[src/rtl/time_keeper.sv]
// Seconds-of-day time keeper with prescaled RUN tick and a three-button set mode.
// Optional alarm output is built only when TIME_KEEPER_ALARM_EN is defined.
module time_keeper #(
  parameter int CLK_FREQ_HZ   = 100000000,
  parameter int TICK_HZ       = 1,
  parameter int SECS_MAX      = 86399,
  parameter int SECS_W        = $clog2(SECS_MAX + 1),
  parameter int HOLD_CYCLES   = 50000000,
  parameter int REPEAT_CYCLES = 10000000
) (
  input  logic              clk,
  input  logic              reset,
  input  logic [2:0]        buttons,
`ifdef TIME_KEEPER_ALARM_EN
  input  logic [SECS_W-1:0] alarm_secs,
  output logic              alarm,
`endif
  output logic [SECS_W-1:0] secs,
  output logic [1:0]        mode,
  output logic              tick
);

  localparam int DIV  = CLK_FREQ_HZ / TICK_HZ;
  localparam int PW   = (DIV > 1) ? $clog2(DIV) : 1;
  localparam int HMAX = (HOLD_CYCLES > REPEAT_CYCLES) ? HOLD_CYCLES : REPEAT_CYCLES;
  localparam int HW   = $clog2(HMAX + 1);

  localparam logic [PW-1:0]   PRE_LAST = PW'(DIV - 1);
  localparam logic [SECS_W:0] SECS_TOP = (SECS_W + 1)'(SECS_MAX);
  localparam logic [SECS_W:0] SECS_MOD = (SECS_W + 1)'(SECS_MAX + 1);
  localparam logic [HW-1:0]   HOLD_V   = HW'(HOLD_CYCLES);
  localparam logic [HW-1:0]   REP_V    = HW'(REPEAT_CYCLES);
  localparam logic [HW-1:0]   HOLD_ONE = HW'(1);

  typedef enum logic [1:0] {
    RUN      = 2'd0,
    SET_HOUR = 2'd1,
    SET_MIN  = 2'd2,
    SET_SEC  = 2'd3
  } mode_t;

  function automatic mode_t next_mode(input mode_t m);
    case (m)
      RUN:      next_mode = SET_HOUR;
      SET_HOUR: next_mode = SET_MIN;
      SET_MIN:  next_mode = SET_SEC;
      SET_SEC:  next_mode = RUN;
      default:  next_mode = RUN;
    endcase
  endfunction

  mode_t             r_mode;
  logic [SECS_W-1:0] r_secs;
  logic              r_tick;
  logic [PW-1:0]     r_presc;
  logic [HW-1:0]     r_hold;
  logic              r_rep;
  logic [2:0]        r_btn_prev;
  logic              r_armed;

  logic [2:0]        w_rise;
  logic              w_one;
  logic              w_first;
  logic              w_repeat_due;
  logic [SECS_W:0]   w_step;
  logic [SECS_W:0]   w_secs_ext;
  logic [SECS_W:0]   w_inc_sum;
  logic [SECS_W:0]   w_inc;
  logic [SECS_W:0]   w_dec;
  logic [SECS_W-1:0] w_stepped;

  // Edge detection, step size and the modulo increment/decrement candidates.
  always_comb begin
    // r_armed masks the first sample after reset so a button held through reset gives no edge
    w_rise       = buttons & ~r_btn_prev & {3{r_armed}};
    w_one        = buttons[2] ^ buttons[0];
    w_first      = w_one & ((buttons[0] & w_rise[0]) | (buttons[2] & w_rise[2]));
    w_repeat_due = w_one & (r_hold != '0) &
                   ((~r_rep & (r_hold == HOLD_V)) | (r_rep & (r_hold == REP_V)));
    case (r_mode)
      SET_HOUR: w_step = (SECS_W + 1)'(3600);
      SET_MIN:  w_step = (SECS_W + 1)'(60);
      SET_SEC:  w_step = (SECS_W + 1)'(1);
      default:  w_step = '0;
    endcase
    w_secs_ext = {1'b0, r_secs};
    w_inc_sum  = w_secs_ext + w_step;
    if (w_inc_sum > SECS_TOP) begin
      w_inc = w_inc_sum - SECS_MOD;
    end else begin
      w_inc = w_inc_sum;
    end
    if (w_secs_ext < w_step) begin
      w_dec = w_secs_ext + SECS_MOD - w_step;
    end else begin
      w_dec = w_secs_ext - w_step;
    end
    if (buttons[0]) begin
      w_stepped = w_inc[SECS_W-1:0];
    end else begin
      w_stepped = w_dec[SECS_W-1:0];
    end
  end

  // Mode FSM, prescaler, seconds counter and auto-repeat hold counter.
  always_ff @(posedge clk or posedge reset) begin
    if (reset) begin
      r_mode     <= RUN;
      r_secs     <= '0;
      r_tick     <= 1'b0;
      r_presc    <= '0;
      r_hold     <= '0;
      r_rep      <= 1'b0;
      r_btn_prev <= 3'b000;
      r_armed    <= 1'b0;
    end else begin
      r_btn_prev <= buttons;
      r_armed    <= 1'b1;
      r_tick     <= 1'b0;
      if (w_rise[1]) begin
        // a mode change pre-empts both a tick and a step in the same cycle
        r_mode  <= next_mode(r_mode);
        r_presc <= '0;
        r_hold  <= '0;
        r_rep   <= 1'b0;
      end else if (r_mode == RUN) begin
        r_hold <= '0;
        r_rep  <= 1'b0;
        if (r_presc == PRE_LAST) begin
          r_presc <= '0;
          r_tick  <= 1'b1;
          if (r_secs == SECS_TOP[SECS_W-1:0]) begin
            r_secs <= '0;
          end else begin
            r_secs <= r_secs + SECS_W'(1);
          end
        end else begin
          r_presc <= r_presc + PW'(1);
        end
      end else begin
        r_presc <= '0;
        if (!w_one) begin
          r_hold <= '0;
          r_rep  <= 1'b0;
        end else if (w_first || w_repeat_due) begin
          r_secs <= w_stepped;
          r_hold <= HOLD_ONE;
          r_rep  <= w_repeat_due;
        end else if (r_hold != '0) begin
          r_hold <= r_hold + HOLD_ONE;
        end else begin
          r_hold <= '0;
        end
      end
    end
  end

`ifdef TIME_KEEPER_ALARM_EN
  logic r_alarm;

  // Alarm fires the cycle after a RUN tick lands secs on the alarm value.
  always_ff @(posedge clk or posedge reset) begin
    if (reset) begin
      r_alarm <= 1'b0;
    end else begin
      r_alarm <= r_tick && (r_secs == alarm_secs);
    end
  end

  assign alarm = r_alarm;
`endif

  assign secs = r_secs;
  assign mode = r_mode;
  assign tick = r_tick;

endmodule
[config.mk]
export PLATFORM = sky130hd
export DESIGN_NAME = time_keeper
export DESIGN_NICKNAME = d
export VERILOG_FILES = /design/src/rtl/time_keeper.sv
export SDC_FILE = /design/constraint.sdc
export NUM_CORES = 1
export LEC_CHECK = 0
export CORE_ASPECT_RATIO = 0.6
export CORE_MARGIN = 2
export CORE_UTILIZATION = 63
export CTS_CLUSTER_DIAMETER = 50
export CTS_CLUSTER_SIZE = 28
export DETAILED_ROUTE_END_ITERATION = 6
export PLACE_DENSITY = 0.87
export SYNTH_ARGS = -nofsm -noshare
export SYNTH_HDL_FRONTEND = slang
export SYNTH_SLANG_ARGS = --single-unit
[constraint.sdc]
create_clock -name clk -period 5 [get_ports clk]
set_clock_uncertainty 0.2 [all_clocks]
set_input_delay 1.25 -clock clk [delete_from_list [all_inputs] [get_ports clk]]
set_output_delay 1.25 -clock clk [all_outputs]
set_load 0.01 [all_outputs]
Word-level counts from Yosys, hierarchy flattened
Cells that the tools add are included.
{"block": "totals", "wordCells": 73, "regBits": 78, "output_inout_bits": 20, "in_bits": 5}
{"block": "op_classes", "addsub": 8, "order_cmp": 2, "n_bitwise": 15, "reduce_logical": 6, "muxes": 25, "n_eq_ne": 9}
{"op": "$mux 17", "n": 8}
{"op": "$mux 26", "n": 5}
{"op": "$mux 27", "n": 3}
{"op": "$pmux 12 s3", "n": 1}
{"op": "$sub 17x12->17", "n": 2}
{"op": "$add 27x1->27 const B", "n": 1}
{"op": "$eq 27x27->1 const B", "n": 1}
{"op": "$add 26x1->26 const B", "n": 1}
{"op": "$eq 26x24->1 const B", "n": 1}
{"op": "$eq 26x26->1 const B", "n": 1}
{"op": "$reduce_bool 26->1", "n": 1}
{"op": "$add 17x12->18", "n": 1}
{"op": "$gt 18x17->1 const B", "n": 1}
{"op": "$lt 17x18->1", "n": 1}
{"op": "$add 17x1->17 const B", "n": 1}
{"op": "$add 17x17->17 const B", "n": 1}
{"op": "$eq 17x17->1 const B", "n": 1}
{"op": "$sub 17x17->17 const B", "n": 1}
{"op": "$pmux 2 s4", "n": 1}
{"op": "$and 1x1->1", "n": 7}
{"op": "$mux 1", "n": 7}
{"op": "$and 3x3->3", "n": 2}
{"op": "$eq 2x2->1 const B", "n": 2}
{"op": "$ne 4x2->1 const B", "n": 1}
{"op": "10 further kinds", "n": 13}

Logic depth before layout (Yosys ltp)
{"block": "logic_depth", "word_depth": 11, "ltp_mapped": 17, "depth_no_buf": 16}

Worst setup path after synthesis
OpenSTA, ideal clock, no wires.
{"block": "synth_path", "path_kind": "register to register", "from": "register r_mode[0] (netlist: mode[0])", "to": "register r_secs[14] (netlist: secs[14])", "synth_period_minus_slack_ns": 3.947, "n_path_buf": 0, "arrival_ns": 3.678, "slack_ns": 1.053, "path_stages_with_launch": 14, "cell_sequence": "dfrtp_1 inv_1 ha_1 inv_1 ha_1 and3b_1 or4_1 and3_1 o21ai_1 a21oi_1 o311ai_1 o21ai_2 or4_1 nand3_1"}
{"block": "synth_between", "elab_chain_cells": 9, "elab_cells_between_ends": 21}
{"item": "start, declared", "line": "52", "source": "mode_t r_mode;"}
{"item": "start signal, assigned", "line": "122", "source": "r_mode <= next_mode(r_mode);"}
{"item": "$eq 2x2->1 or $eq 2x1->1 (tied branches)", "line": "80", "source": "case (r_mode)"}
{"item": "$pmux 12 s3", "line": "80"}
{"item": "$add 17x12->18", "line": "87", "source": "w_inc_sum = w_secs_ext + w_step;"}
{"item": "$sub 17x17->17 or $gt 18x17->1 (tied branches)", "line": "89, 88"}
{"item": "$mux 17", "line": "88", "source": "if (w_inc_sum > SECS_TOP) begin"}
{"item": "$mux 17", "line": "98", "source": "if (buttons[0]) begin"}
{"item": "$mux 17", "line": "145", "source": "end else if (w_first || w_repeat_due) begin"}
{"item": "$mux 17", "line": "142", "source": "if (!w_one) begin"}
{"item": "$mux 17", "line": "126", "source": "end else if (r_mode == RUN) begin"}
{"item": "end signal, assigned", "line": "135", "source": "r_secs <= r_secs + SECS_W'(1);"}
{"item": "end signal, assigned", "line": "146", "source": "r_secs <= w_stepped;"}
{"item": "end, declared", "line": "53", "source": "logic [SECS_W-1:0] r_secs;"}
Several ways; a longest one is shown, not always the timed one. The select of a mux whose other input is x is not followed.
A chain may end at the register's enable or synchronous reset.

Worst setup path in the final report
Same ends and word-level chain as after synthesis.

==> summary.txt <==
Outcome
  – Run status: finished with violations
  – Violated checks: DRC

Critical path
  – Reg-to-reg startpoint: mode[0]
  – WS Path Type: flop to flop
  – CP startpoint kind: flop
  – Reg-to-reg endpoint: secs[14]
  – FF-to-FF setup slack: 0.14 ns
  – CP top delay family: compound AO/OA/AOI/OAI gates
  – WP depth: 13
  – WP data required: 5.08 ns
  – Critical path peak fanout: 10
  – Crit path capture type: flop
  – Buf/Inv on CP: 2
  – Crit. Startpoint: mode[0]
  – Setup crit end: secs[14]
  – Worst-case reg-to-reg path depth: 13
  – Max incr delay on CP: 0.57 ns
  – CP arrival: around 4.9 ns
  – Crit-path slowest cell: a221oi_1
  – Critical-path cell list: inv_1 > ha_1 > inv_1 > ha_1 > nor2_1 > a221oi_1 > a211oi_1 > o21ai_1 > xor2_1 > o311ai_1 > o21ai_2 > or4_1 > nand3_1

Timing
  – RSZ-0062 raised after global routing: false
  – Post-route minimum period: about 4.9 ns
  – Final-report hold violation count: 0
  – Final Cycle Share: 0.972
  – Final setup TNS: 0 ns
  – Crit path setup slack, layout: 0.140 ns
  – Final setup viols: 0
  – Slew Viols, Final: 0
  – Actual slew at the worst max-slew pin: 0.920 ns
  – Max Fclk: about 200 MHz
  – Relative slew margins: 0.387

Synth
  – Post-Syn Instances: 835
  – Post-synth EDFFs: 0
  – Yosys warnings: 0
  – Synthesized Nets: between 800 and 900
  – Seq cells post-synth: 78
  – Async SR Flop Fraction: 1.00
  – Syn avg cell area: roughly 8.1 sq um
  – Share of the synthesized area in the top cell type: 0.288
  – Synth area leader: dfrtp_1
  – Post-synthesis sequential area ratio: 0.288
  – Synth top area cells: dfrtp_1, ha_1, nor2_1
  – Count of different cell masters after synthesis: 78
  – Ys flop type: dfrtp_1
  – Cell Area, Synth: 0.00678 sq mm

Place
  – Placer Congestion: 1.05
  – Input/output buffers: 24
  – Hpwl dp: 16000 um
  – Placement Setup Slack: 0.326 ns
  – Placed cells: 980

Global route
  – GR Overflow Total: 0
  – Largest net degree at the start of global routing: 55
  – Number of global-route vias before repair: 6420
  – Global Route Usage Sum: 0.381
  – First-pass GRT wire length: roughly 34000 um
  – Initial antenna violation count: 0

Power
  – Pwr Density: 645 mW/mm^2
  – Maximum VDD drop: 0.000436 V
  – P_leak: around 3 nW

Floorplanning
  – FP Rows: 29
  – Die Wd: 138 um
  – # IOs: 25
  – CORE AREA: 0.0105 sq mm
  – DIE HEIGHT: between 80 and 90 um
  – Die area: 0.0116 sq mm
  – Starting density of the core: 0.645

Drt
  – Vias after detailed routing: 6828
  – Routed wire length: 21500 um
  – WL/cell: 21.6 um
  – DR vias/cell: 6.86
  – Drt first pass iters: 7
  – Number of remaining DRC errors: 3
  – Routed Antenna Nets: 0
  – 1st-iter DRT viols: 887

CTS
  – Sink Count: 78
  – Max clock buf depth: 2
  – Clk_lat worst skew: 0.35 ns
  – Setup bufs post-CTS: 0
  – CTS Hold Bufs: 0
  – CTS resizes: 0
  – Clk slew on worst S/H paths: 0.07 ns
  – CTS Buf Count: 9
  – H-tree Lvls: 3
  – Root buffer cell: clkbuf_16
  – CTS tree: yes

Finish
  – Most common cell after layout, fill and taps aside: nor2_1
  – Area growth syn-to-layout: 10.4%
  – Layout Utilization: 0.712
  – # nets final: 911
  – Number of diodes: 0
  – Layout cells sized above 1: 0.0537
  – Commonest cells after routing, fill and taps aside: nor2_1, dfrtp_1, nand2_1
  – # fillers: 804
  – Final cell count without fillers: 996

Min path
  – Hold Path Class: flop to flop

Job
  – Max-cap violations: 0
kinds of logic (layout without fill, tap and decap cells):
| family | after synthesis | after routing | synth area share |
|---|---|---|---|
| mux | 4 | 4 | 0.00627 |
| simple gates | 345 | 345 | 0.260 |
| flops | 78 | 78 | 0.288 |
| compound gates | 196 | 196 | 0.198 |
| other cells | 1 | 1 | 0.000553 |
| xor+xnor | 70 | 70 | 0.0904 |
| fa+ha+maj | 54 | 54 | 0.107 |
| buf+inv | 87 | 109 | 0.0491 |
synthesized netlist by cell type (10+ instances only):
cell type,number
nor3_1,17
xnor2_1,37
a211oi_1,10
nand3_1,34
nor2_1,100
clkbuf_1,26
nand2_1,62
dfrtp_1,78
nand2b_1,10
o21ai_0,42
nand4_1,22
xor2_1,33
inv_1,54
and3_1,21
or3_1,16
a21oi_1,46
ha_1,47
worst reg2reg max path, cell delays in order (launching register included):
cell and delay, ns:
dfrtp_1 0.43, inv_1 0.13, ha_1 0.43, inv_1 0.17
ha_1 0.57, nor2_1 0.15, a221oi_1 0.57, a211oi_1 0.20
o21ai_1 0.34, xor2_1 0.19, o311ai_1 0.57, o21ai_2 0.21
or4_1 0.52, nand3_1 0.11
worst min-delay path by stage:
stage / from / end / slack, ns / depth (start not counted)
floorplan: r_presc[0] / r_presc[0] / 0.25 / 1
finish: r_presc[0] / r_presc[0] / 0.30 / 1
global placement: r_presc[0] / r_presc[0] / 0.27 / 1
CTS: r_presc[0] / r_presc[0] / 0.30 / 1
global route: r_presc[0] / r_presc[0] / 0.32 / 1
detailed placement: r_presc[0] / r_presc[0] / 0.29 / 1
stage by stage:
stage          cell area, sq um  power [mW]  hold WS, ns
2_1_floorplan              6780        2.97        0.255
3_3_place_gp               7180        3.83        0.272
3_5_place_dp               7180        3.94        0.293
4_1_cts                    7490        4.65        0.302
5_1_grt                    7490        5.05        0.325
6_report                   7490        4.83        0.300
cell type report:
cell class	instances	area, sq um	share of cell area
Clock buffer	9	225	0.0301
Clock inverter	7	80.1	0.0107
Inverter	54	204	0.0272
Multi-Input combinational cell	670	4500	0.601
Sequential cell	78	1950	0.261
Tap cell	139	174	0.0232
Timing Repair Buffer	39	353	0.0471
flip-flops by register name, indices dropped and copies added (netlist names):
register and cells:
r_presc 27, r_hold 26, secs 17, r_btn_prev 3, mode 2, r_armed 1
r_rep 1, tick 1
report_power, final:
part           switching, mW  internal, mW
clock network          0.297         0.394
logic                   2.03          1.21
registers              0.200         0.701
per-layer routing:
metal | global-route usage | share of wire | vias to the layer above
met3 | 0.161 | 0.16 | 55
li1 | - | - | 3042
met1 | 0.577 | 0.44 | 3261
met5 | 0 | 0 | -
met2 | 0.504 | 0.39 | 470
met4 | 0.0788 | 0.017 | 0
Note: power is estimated with default switching activity, not from simulation.
